**config.mk**
```make
export PLATFORM = sky130hd
export DESIGN_NAME = aes_inv_cipher_ctrl
export DESIGN_NICKNAME = d
export VERILOG_FILES = /design/src/rtl/aes_inv_cipher_ctrl.sv
export SDC_FILE = /design/constraint.sdc
export NUM_CORES = 1
export LEC_CHECK = 0
export CORE_AREA = 2 2 52 54
export DETAILED_ROUTE_END_ITERATION = 10
export DIE_AREA = 0 0 54 56
export GPL_TIMING_DRIVEN = 0
export HOLD_SLACK_MARGIN = 0.15
export PLACE_DENSITY = 0.79
export SLEW_MARGIN = 20
export SYNTH_ARGS = -nofsm -noshare
export SYNTH_HDL_FRONTEND = slang
export SYNTH_SLANG_ARGS = --single-unit
```
**constraint.sdc**
```tcl
create_clock -name clk -period 3.4 [get_ports clk]
set_input_delay 0.51 -clock clk [delete_from_list [all_inputs] [get_ports clk]]
set_output_delay 0.51 -clock clk [all_outputs]
set_load 0.01 [all_outputs]
```
**src/rtl/aes_inv_cipher_ctrl.sv**
```systemverilog
// aes_inv_cipher_ctrl
//   Sequencer for the decryption direction of the serial-in/serial-out AES-128
//   datapath. It captures NB ciphertext bits, runs the inverse cipher
//   (ARK with key NR, then NR-1 rounds of ISR/ISB/ARK/IMC, then ISR/ISB),
//   and has the output register load the final ARK with key 0 before it
//   shifts the plaintext out serially.
//
// Ports
//   clk, reset_n          clock, asynchronous active-low reset
//   EN                    global advance enable (also gates datapath enables)
//   start                 decrypt request, honoured only in IDLE
//   WR_EN_IN_REG          input SIPO shift enable
//   WR_EN_STATE_REG       state register write enable
//   WR_EN_OUT_REG         output PISO parallel-load strobe
//   Sel_State[2:0]        state mux select (0 block, 4 ARK, 5 ISB, 6 ISR, 7 IMC)
//   Sel_Key[3:0]          round-key select, always the round counter
//   din_ready             sender must present one ciphertext bit per EN cycle
//   dout_valid            DOUT carries a plaintext bit this EN cycle
//   busy                  high in every state except IDLE
//   done                  pulse on the last serial-out cycle
module aes_inv_cipher_ctrl #(
  parameter int NB = 128,
  parameter int NR = 10
) (
  input  logic       clk,
  input  logic       reset_n,
  input  logic       EN,
  input  logic       start,
  output logic       WR_EN_IN_REG,
  output logic       WR_EN_STATE_REG,
  output logic       WR_EN_OUT_REG,
  output logic [2:0] Sel_State,
  output logic [3:0] Sel_Key,
  output logic       din_ready,
  output logic       dout_valid,
  output logic       busy,
  output logic       done
);

  localparam int BC_W = $clog2(NB);

  localparam logic [2:0] SEL_BLOCK = 3'd0;
  localparam logic [2:0] SEL_ARK   = 3'd4;
  localparam logic [2:0] SEL_ISB   = 3'd5;
  localparam logic [2:0] SEL_ISR   = 3'd6;
  localparam logic [2:0] SEL_IMC   = 3'd7;

  typedef enum logic [3:0] {
    IDLE,
    LOAD_IN,
    LATCH,
    ARK0,
    RND,
    FIN_ISR,
    FIN_ISB,
    OUT_LD,
    SHIFT
  } state_t;

  state_t            state, state_n;
  logic [BC_W-1:0]   bc, bc_n;
  logic [3:0]        rc, rc_n;
  logic [1:0]        ph, ph_n;

  // Everything advances only on EN edges, so EN=0 freezes state and
  // therefore every (Moore-decoded) output.
  always_ff @(posedge clk or negedge reset_n) begin
    if (!reset_n) begin
      state <= IDLE;
      bc    <= '0;
      rc    <= '0;
      ph    <= '0;
    end else if (EN) begin
      state <= state_n;
      bc    <= bc_n;
      rc    <= rc_n;
      ph    <= ph_n;
    end
  end

  // Outputs depend only on registered state/counters; start only steers
  // the next state.
  always_comb begin
    state_n         = state;
    bc_n            = bc;
    rc_n            = rc;
    ph_n            = ph;
    WR_EN_IN_REG    = 1'b0;
    WR_EN_STATE_REG = 1'b0;
    WR_EN_OUT_REG   = 1'b0;
    Sel_State       = SEL_BLOCK;
    Sel_Key         = rc;
    din_ready       = 1'b0;
    dout_valid      = 1'b0;
    done            = 1'b0;
    busy            = (state != IDLE);

    case (state)
      IDLE: begin
        if (start) begin
          state_n = LOAD_IN;
          bc_n    = '0;
          rc_n    = 4'(NR);
        end
      end
      LOAD_IN: begin
        WR_EN_IN_REG = 1'b1;
        din_ready    = 1'b1;
        bc_n         = bc + BC_W'(1);
        if (bc == BC_W'(NB - 1)) state_n = LATCH;
      end
      LATCH: begin
        WR_EN_STATE_REG = 1'b1;
        state_n         = ARK0;
      end
      ARK0: begin
        // rc still holds NR here, so the initial ARK uses the last round key.
        Sel_State       = SEL_ARK;
        WR_EN_STATE_REG = 1'b1;
        rc_n            = 4'(NR - 1);
        ph_n            = 2'd0;
        state_n         = RND;
      end
      RND: begin
        WR_EN_STATE_REG = 1'b1;
        ph_n            = ph + 2'd1;
        case (ph)
          2'd0:    Sel_State = SEL_ISR;
          2'd1:    Sel_State = SEL_ISB;
          2'd2:    Sel_State = SEL_ARK;
          default: begin
            Sel_State = SEL_IMC;
            if (rc == 4'd1) state_n = FIN_ISR;
            else            rc_n    = rc - 4'd1;
          end
        endcase
      end
      FIN_ISR: begin
        Sel_State       = SEL_ISR;
        WR_EN_STATE_REG = 1'b1;
        rc_n            = 4'd0;
        state_n         = FIN_ISB;
      end
      FIN_ISB: begin
        Sel_State       = SEL_ISB;
        WR_EN_STATE_REG = 1'b1;
        state_n         = OUT_LD;
      end
      OUT_LD: begin
        // The PISO captures ARK(state, key 0) directly: the final round key
        // add never goes back through the state register.
        WR_EN_OUT_REG = 1'b1;
        bc_n          = '0;
        state_n       = SHIFT;
      end
      SHIFT: begin
        dout_valid = 1'b1;
        bc_n       = bc + BC_W'(1);
        if (bc == BC_W'(NB - 1)) begin
          done    = 1'b1;
          state_n = IDLE;
        end
      end
      default: state_n = IDLE;
    endcase
  end

endmodule
```
Word-level counts from Yosys, hierarchy flattened

Index checks and enable logic that the tools add are counted.

Register bits: 17
Input bits: 4
Output and inout bits: 14
Word-level logic and storage cells: 59

$add $sub $neg: 3
Equal/unequal tests: 18
Muxes and demuxes: 21
Reduce and logical (&&, ||, !) cells: 13

Operators with widths:

| operator                                                              | count |
|---|---|
| 4-bit case mux with 9 select lines                                    | 1 |
| 4-bit 2-to-1 mux                                                      | 8 |
| 7-bit case mux with 3 select lines                                    | 1 |
| 4-bit by 3-bit equality test with 1-bit output, second input constant | 4 |
| 4-bit case mux with 4 select lines                                    | 1 |
| 2-bit != test, second input constant                                  | 6 |
| 3-bit case mux with 4 select lines                                    | 1 |
| 4-bit by 1-bit equality test with 1-bit output, second input constant | 2 |
| 4-bit by 2-bit equality test with 1-bit output, second input constant | 2 |
| 4-bit nonzero test                                                    | 2 |
| 7-bit by 1-bit adder with 7-bit output, second input constant         | 1 |
| 7-bit equality test, second input constant                            | 1 |
| 7-bit 2-to-1 mux                                                      | 1 |
| 1-bit 2-to-1 mux                                                      | 6 |
| 2-bit case mux with 3 select lines                                    | 1 |
| 6-bit AND reduction                                                   | 1 |
| 5-bit AND reduction                                                   | 1 |
| 5-bit OR reduction                                                    | 1 |
| 4-bit equality test, second input constant                            | 1 |
| 4-bit zero test                                                       | 1 |
| 2-bit case mux with 2 select lines                                    | 1 |
| 4-bit by 1-bit subtractor with 4-bit output, second input constant    | 1 |
| 3-bit AND reduction                                                   | 1 |
| 3-bit nonzero test                                                    | 1 |
| other kinds (8)                                                       | 8 |

Logic depth before layout (Yosys ltp)

Depth in word-level cells: 4
Mapped depth: 6
Gate-level depth less buffers: 6

Worst setup path after synthesis

No wires, ideal clock.

Kind: reg-to-output
Start point: reg state[0]
End point: out din_ready
Data arrival time: 1,452 ps
Data required time: 2,890 ps
Setup slack: 1,438 ps
Stages on the path, launching flop included: 5
Buffers on the path: 3
Path through: dfrtp_1 -> buf_4 -> clkbuf_1 -> nor4b_1 -> buf_4

Word-level cells in the longest chain between the ends: 2

RTL lines:

| item                                           | line | RTL |
|---|---|---|
| from (decl)                                    | 60   | `state_t state, state_n;` |
| from (signal assigned)                         | 74   | `state <= state_n;` |
| 4-bit by 1-bit equality test with 1-bit output | -    |  |
| 1-bit 2-to-1 mux                               | -    |  |
| to (decl)                                      | 34   | `output logic din_ready,` |

No other way between the ends.

Final worst setup path

Start point: reg state[0]
End point: out din_ready

Word-level cells in the longest chain between the ends: 2

RTL lines:

| item                                           | line | RTL |
|---|---|---|
| 4-bit by 1-bit equality test with 1-bit output | 98   | `case (state)` |
| 1-bit 2-to-1 mux                               | 98   |  |

No other way between the ends.

==> flow_summary.rst <==
.. list-table::
   :header-rows: 1

   * - Metric
     - Value
   * - Uppermost layer routed
     - met4
   * - Master cell of the clock root buffer
     - sky130_fd_sc_hd__clkbuf_4
   * - Smallest hold slack
     - 536 ps
   * - Syn_area_per_cell
     - 9.18 um^2
   * - Final Setup Violations
     - 0
   * - Final Cycle Share
     - 0.790
   * - Overall die area
     - 3020 um^2
   * - DRC errors left
     - 0
   * - Leakage component of the power
     - 0.644 nW
   * - Number of fill cells in the layout
     - 218
   * - All-layer global routing usage
     - 0.202
   * - Core Box Area
     - 2430 um^2
   * - Cells taking the most area after synthesis
     - sky130_fd_sc_hd__dfrtp_1 (35%), sky130_fd_sc_hd__ha_1 (5.2%), sky130_fd_sc_hd__nor3_1 (4.5%), sky130_fd_sc_hd__mux2_1 (3.7%), sky130_fd_sc_hd__a211o_1 (2.9%)
   * - Number of synthesized flops with an enable pin
     - 0
   * - Layout Nets
     - 163
   * - Worst reg2reg path depth
     - 6
   * - Routed metal-1 wire length
     - 1300 um
   * - Clock skew
     - 0.791 ps
   * - Buffers and inverters on the worst path
     - 4
   * - Total clock sinks
     - 17
   * - Commonest cells after routing, fill and taps aside
     - sky130_fd_sc_hd__dfrtp_1 (17), sky130_fd_sc_hd__clkdlybuf4s50_1 (17), sky130_fd_sc_hd__nor3_1 (11)
   * - Number of buffers between clock root and the deepest sink
     - 2
   * - #FFs+latches synth
     - 17
   * - Critical path arrival
     - 2180 ps
   * - Number of buffers added to fix hold violations after cts
     - 0
   * - Total congestion overflow after global routing
     - 0
   * - Final hold vios
     - 0
   * - Post-CTS clock slew at the launch and capture registers of the worst setup and hold paths
     - 100 ps
   * - Die outline width
     - 54 um
   * - Routed length on met3
     - 118 um
   * - Vias in the first global route
     - 1,042
   * - Number of pins with negative max-slew slack in the final report
     - 0
   * - Cells along the critical path
     - buf_4 > clkbuf_1 > nor4b_1 > buf_4 > clkdlybuf4s50_1
   * - Post-route total power
     - 0.00116 W
   * - Latest clock arrival within the worst-skew pair
     - 300 ps
   * - Port Buffer Count
     - 17
   * - Reg2Reg Capture Point
     - state[2]$_DFFE_PN0P_
   * - Path category of the worst min-delay check
     - reg2reg
   * - Startpoint of the worst-slack reg-to-reg timing path
     - Sel_Key[1]$_DFFE_PN0P_
   * - Highest net fanout along the worst path
     - 10
   * - Yosys top cell area share
     - 0.351
   * - Unrepaired setup endpoints after global routing
     - false
   * - Number of antenna violations at the first check in global routing
     - 0
   * - Initial standard-cell utilization of the core
     - 0.498
   * - Total clock buffers created by CTS
     - 3
   * - Count of buffers added by post-CTS timing repair for setup
     - 0
   * - Slew HR
     - 0.491
   * - Total number of H-tree levels
     - 1
   * - Per-cell routed wire length
     - 15.1 um
   * - Hold path cells
     - 1
   * - Final cell count without fillers
     - 183
   * - Routed Antenna Nets
     - 0
   * - Layout cells sized above 1
     - 0.105
   * - Crit-path slowest cell
     - sky130_fd_sc_hd__clkdlybuf4s50_1
   * - Predominant post-synthesis flop cell
     - sky130_fd_sc_hd__dfrtp_1
   * - Slew @ Worst Pin
     - 761 ps
   * - Maximum cell stage delay along the critical path
     - 520 ps
   * - Area grow syn2layout
     - 19.3%
   * - Reg-to-reg setup timing slack
     - 1420 ps
   * - WP depth
     - 5
   * - Setup tns final
     - 0 ps
   * - Required time reported for the critical path endpoint
     - 2890 ps
   * - Min-Delay Startpoint
     - ph[1]$_DFFE_PN0P_
   * - Iteration-0 DRC Markers
     - 27
   * - Detailed-routing iteration count for the pre-antenna-repair pass
     - 4
   * - Critical path capture point type
     - output port
   * - Die Ht
     - 56 um
   * - # rows
     - 18
   * - Number of diodes
     - 0
   * - DP Wirelength
     - 2030 um
   * - Worst path top cell family by delay
     - buffers and inverters
   * - Power per standard cell area
     - 800 nW/um^2
   * - Achievable frequency
     - 372 MHz
   * - Tmin final
     - 2690 ps
   * - Worst Path Class, Setup
     - reg2out
   * - Count of mapped cells out of synthesis
     - 132
   * - Final estimated routing congestion in global placement
     - 0.873
   * - Worst ir drop on vdd
     - 0.594 mV
   * - Count of instances resized after the clock tree is built
     - 0
   * - Count of different cell masters after synthesis
     - 45
   * - CP most frequent cell
     - sky130_fd_sc_hd__buf_4
   * - Vias per inst
     - 6.07
   * - Routed wire length
     - 2760 um
   * - Net Count, Synth
     - 141
   * - Final core utilization
     - 0.594
   * - First-pass GRT wire length
     - 4660 um
   * - Detailed-route via count
     - 1,111
   * - Fraction of registers with async set/reset
     - 1.00
   * - Total placed cells including tap cells
     - 179
   * - Seq/Total Area, Yosys
     - 0.351
   * - Run status
     - finished clean
   * - Clock tree from TritonCTS
     - built
   * - Library cell with the largest summed area after synthesis
     - sky130_fd_sc_hd__dfrtp_1
   * - Crit path launch type
     - flop
   * - Yosys Warn Count
     - 0
   * - Met2 Wirelength
     - 1290 um
   * - End point of the worst hold path
     - ph[1]$_DFFE_PN0P_
   * - Maximum number of pins on one net before global-route repair
     - 18
   * - Number of maximum-capacitance constraint violations
     - 0
   * - Summed instance area of the synthesized netlist
     - 1210 um^2
   * - Top-level port count
     - 18
-- per-stage QoR --
| step | cell area [um^2] | worst slack [ps] |
|---|---|---|
| after global placement | 1420 | 1090 |
| after CTS | 1450 | 719 |
| after detailed placement | 1420 | 1060 |
| after global routing | 1450 | 567 |
| final | 1450 | 715 |
| after floorplan | 1210 | 1440 |
-- worst max path at each step --
stage / from / endpoint / slack [ps]
final: state[0]$_DFFE_PN0P_ / din_ready / 710
after detailed placement: state[0]$_DFFE_PN0P_ / din_ready / 1060
after floorplan: state[0]$_DFFE_PN0P_ / din_ready / 1440
after global routing: state[0]$_DFFE_PN0P_ / din_ready / 570
after CTS: state[0]$_DFFE_PN0P_ / din_ready / 720
after global placement: state[0]$_DFFE_PN0P_ / din_ready / 1090
-- sequential cells by signal, indices dropped and copies added (netlist names) --
signal and flops:
bc 7, state 4, Sel_Key 4, ph 2
-- cells in the mapped netlist (3+ instances only) --
cell type                  instances
sky130_fd_sc_hd__nand2_1           8
sky130_fd_sc_hd__nor3_1           11
sky130_fd_sc_hd__dfrtp_1          17
sky130_fd_sc_hd__ha_1              5
sky130_fd_sc_hd__clkbuf_1          5
sky130_fd_sc_hd__a211o_1           4
sky130_fd_sc_hd__a21oi_1           6
sky130_fd_sc_hd__mux2_1            4
sky130_fd_sc_hd__and2_1            3
sky130_fd_sc_hd__inv_1             7
sky130_fd_sc_hd__and3_1            4
sky130_fd_sc_hd__a221o_1           3
sky130_fd_sc_hd__o21ai_0           3
sky130_fd_sc_hd__nor2b_1           4
sky130_fd_sc_hd__nor2_1            8
sky130_fd_sc_hd__nand3_1           3
sky130_fd_sc_hd__a21o_1            4
-- final cells by class --
cell class,count,area [um^2],area share
inverters,8,30.0,0.0208
well taps,30,37.5,0.0260
multi-input cells,99,717,0.496
flip-flops and latches,17,425,0.294
plain buffers,8,38.8,0.0268
repair buffers,17,170,0.118
clock buffers,4,26.3,0.0182
-- report_power, final --
part	total [W]	internal [W]	switching, W
clock	0.000113	0.0000458	0.0000670
combinational	0.000707	0.000330	0.000377
sequential	0.000337	0.000265	0.0000716
total	0.00116	0.000640	0.000516
-- kinds of logic after synthesis --
group / after synthesis / share of synthesized area
DFF: 17 / 0.351
xor gates and xnor gates: 1 / 0.00723
and+or+nand+nor: 53 / 0.249
muxes: 6 / 0.0547
adders and majority gates: 5 / 0.0517
buffers and inverters: 16 / 0.0568
AOI/OAI and AO/OA: 34 / 0.229
-- per-layer routing --
layer  track usage  vias up
li1              -      527
met1         0.279      547
met2         0.307       30
met3        0.0376        7
met4        0.0786        0
met5             0        -
No activity file was read; power rests on OpenSTA's default activity.
==> patch, RTL diff (config.mk and constraints unchanged) <==
Set the parameter `NB` to 256 (it was 128).
--- a/src/rtl/aes_inv_cipher_ctrl.sv
+++ b/src/rtl/aes_inv_cipher_ctrl.sv
@@ -19,7 +19,7 @@
 //   busy                  high in every state except IDLE
 //   done                  pulse on the last serial-out cycle
 module aes_inv_cipher_ctrl #(
-  parameter int NB = 128,
+  parameter int NB = 256,
   parameter int NR = 10
 ) (
   input  logic       clk,
Function: same outputs for any inputs over 10 cycles, from zero or initial values and one cycle with reset_n low; that may be too few to reach the edited logic, so the function may still have changed.
==> patch against the unedited design <==
Cell area rose by 2.6%. Worst setup slack improved by 13 ps. Synthesized area rose by 3.4%. Wire length rose by 3.0%. Die area did not move. Maximum frequency rose by 0.48%. Sequential cell count rose by 1. Power rose by 9.7%. Largest cell class unchanged.
==> patch: results (changes against the unedited design) <==
* Max-Slew Margin vs Limit: 44.29% (was 49.08%)
- Count of vias placed by the detailed router: 1,130 (was 1,111)
* Met1 Wirelength: 1228 um (was 1302 um)
* Outcome: completed (unchanged)
* Layout cells sized above 1: 15.69% (was 10.46%)
- The number of DRC markers in iteration 0 was 33 (was 27).
- Synth Area in XOR/XNOR: 1.399% (was 0.7231%)
* Post-detailed-placement half-perimeter wirelength: 2123 um (was 2033 um)
- The part of the Yosys area used for sequential elements was 35.96% (was 35.12%).
* Adder-Cell Fraction of Synth Area: 4.995% (was 5.165%)
* Pin count of the biggest net entering global routing: 19 (was 18)
- The minimum setup slack after placement was 1097 ps (was 1056 ps).
- Switching Share: 44.94% (was 44.61%)
* Final RePlAce weighted congestion: 0.8374 (was 0.8733)
- Routed wire length on met2: 1442 um (was 1291 um)
- Relative contribution of combinational cells to total power: 63.9% (was 61.1%)
- The detailed-route wire length per cell is 15.54 um (was 15.09 um).
- The total routing usage reported by global routing came to 19.90% (was 20.24%).
- Clock share of power: 8.7% (was 9.8%)
- The number of standard cells after synthesis came to 133 (was 132).
- Via count of the first global-routing pass: 1,001 (was 1,042)
* Hold Path Sink: bc[7]$_DFFE_PN0P_ (was ph[1]$_DFFE_PN0P_)
* Net total in the final layout: 164 (was 163)
* Flip-flop count of the largest register, all copies and words added: 8 (was 7)
- The compound-cell area share of the yosys netlist is 26.37% (was 22.93%).
- The instance area at placement is 1460 um^2 (was 1419 um^2).
* FF-to-FF path depth: 5 (was 6)
- The met1 global-route usage came to 26.89% (was 27.95%).
- The met3 track demand over resource is 2.419% (was 3.763%).
* Power density cells: 855.0 nW/um^2 (was 799.9 nW/um^2)
- The global routing usage on met2 is 31.53% (was 30.66%).
- Leading post-synthesis cells by cell area: dfrtp_1, ha_1, o21ai_1, nor2_1, nor3_1 (was dfrtp_1, ha_1, nor3_1, mux2_1, a211o_1)
* Multiplexer share of the synthesized area: 4.096% (was 5.475%)
* Clk_skew: 4.735 ps (was 0.7913 ps)
-- patch: worst max path at each step --
stage | start | endpoint | slack, ps | cells after the start
after floorplan | state[1]$_DFFE_PN0P_ | din_ready | 1510 | 3
after global placement | state[1]$_DFFE_PN0P_ | din_ready | 1150 | 4
after detailed placement | state[1]$_DFFE_PN0P_ | din_ready | 1100 | 4
after CTS | state[1]$_DFFE_PN0P_ | din_ready | 750 | 4
after global routing | state[1]$_DFFE_PN0P_ | din_ready | 620 | 4
final | state[1]$_DFFE_PN0P_ | din_ready | 730 | 4
-- patch: layout make-up --
type | instances | area share (%)
Clock buffer | 3 | 1.519
Sequential cell | 18 | 30.38
Multi-Input combinational cell | 102 | 49.03
Inverter | 7 | 1.772
Buffer | 6 | 3.291
Tap cell | 30 | 2.532
Timing Repair Buffer | 17 | 11.48
-- patch: cells by family (layout without fill, tap and decap cells) --
family          after synthesis  after routing
simple gates                 48             48
compound gates               43             43
flops                        18             18
buf+inv                      13             33
fa+ha+maj                     5              5
mux                           4              4
xor+xnor                      2              2
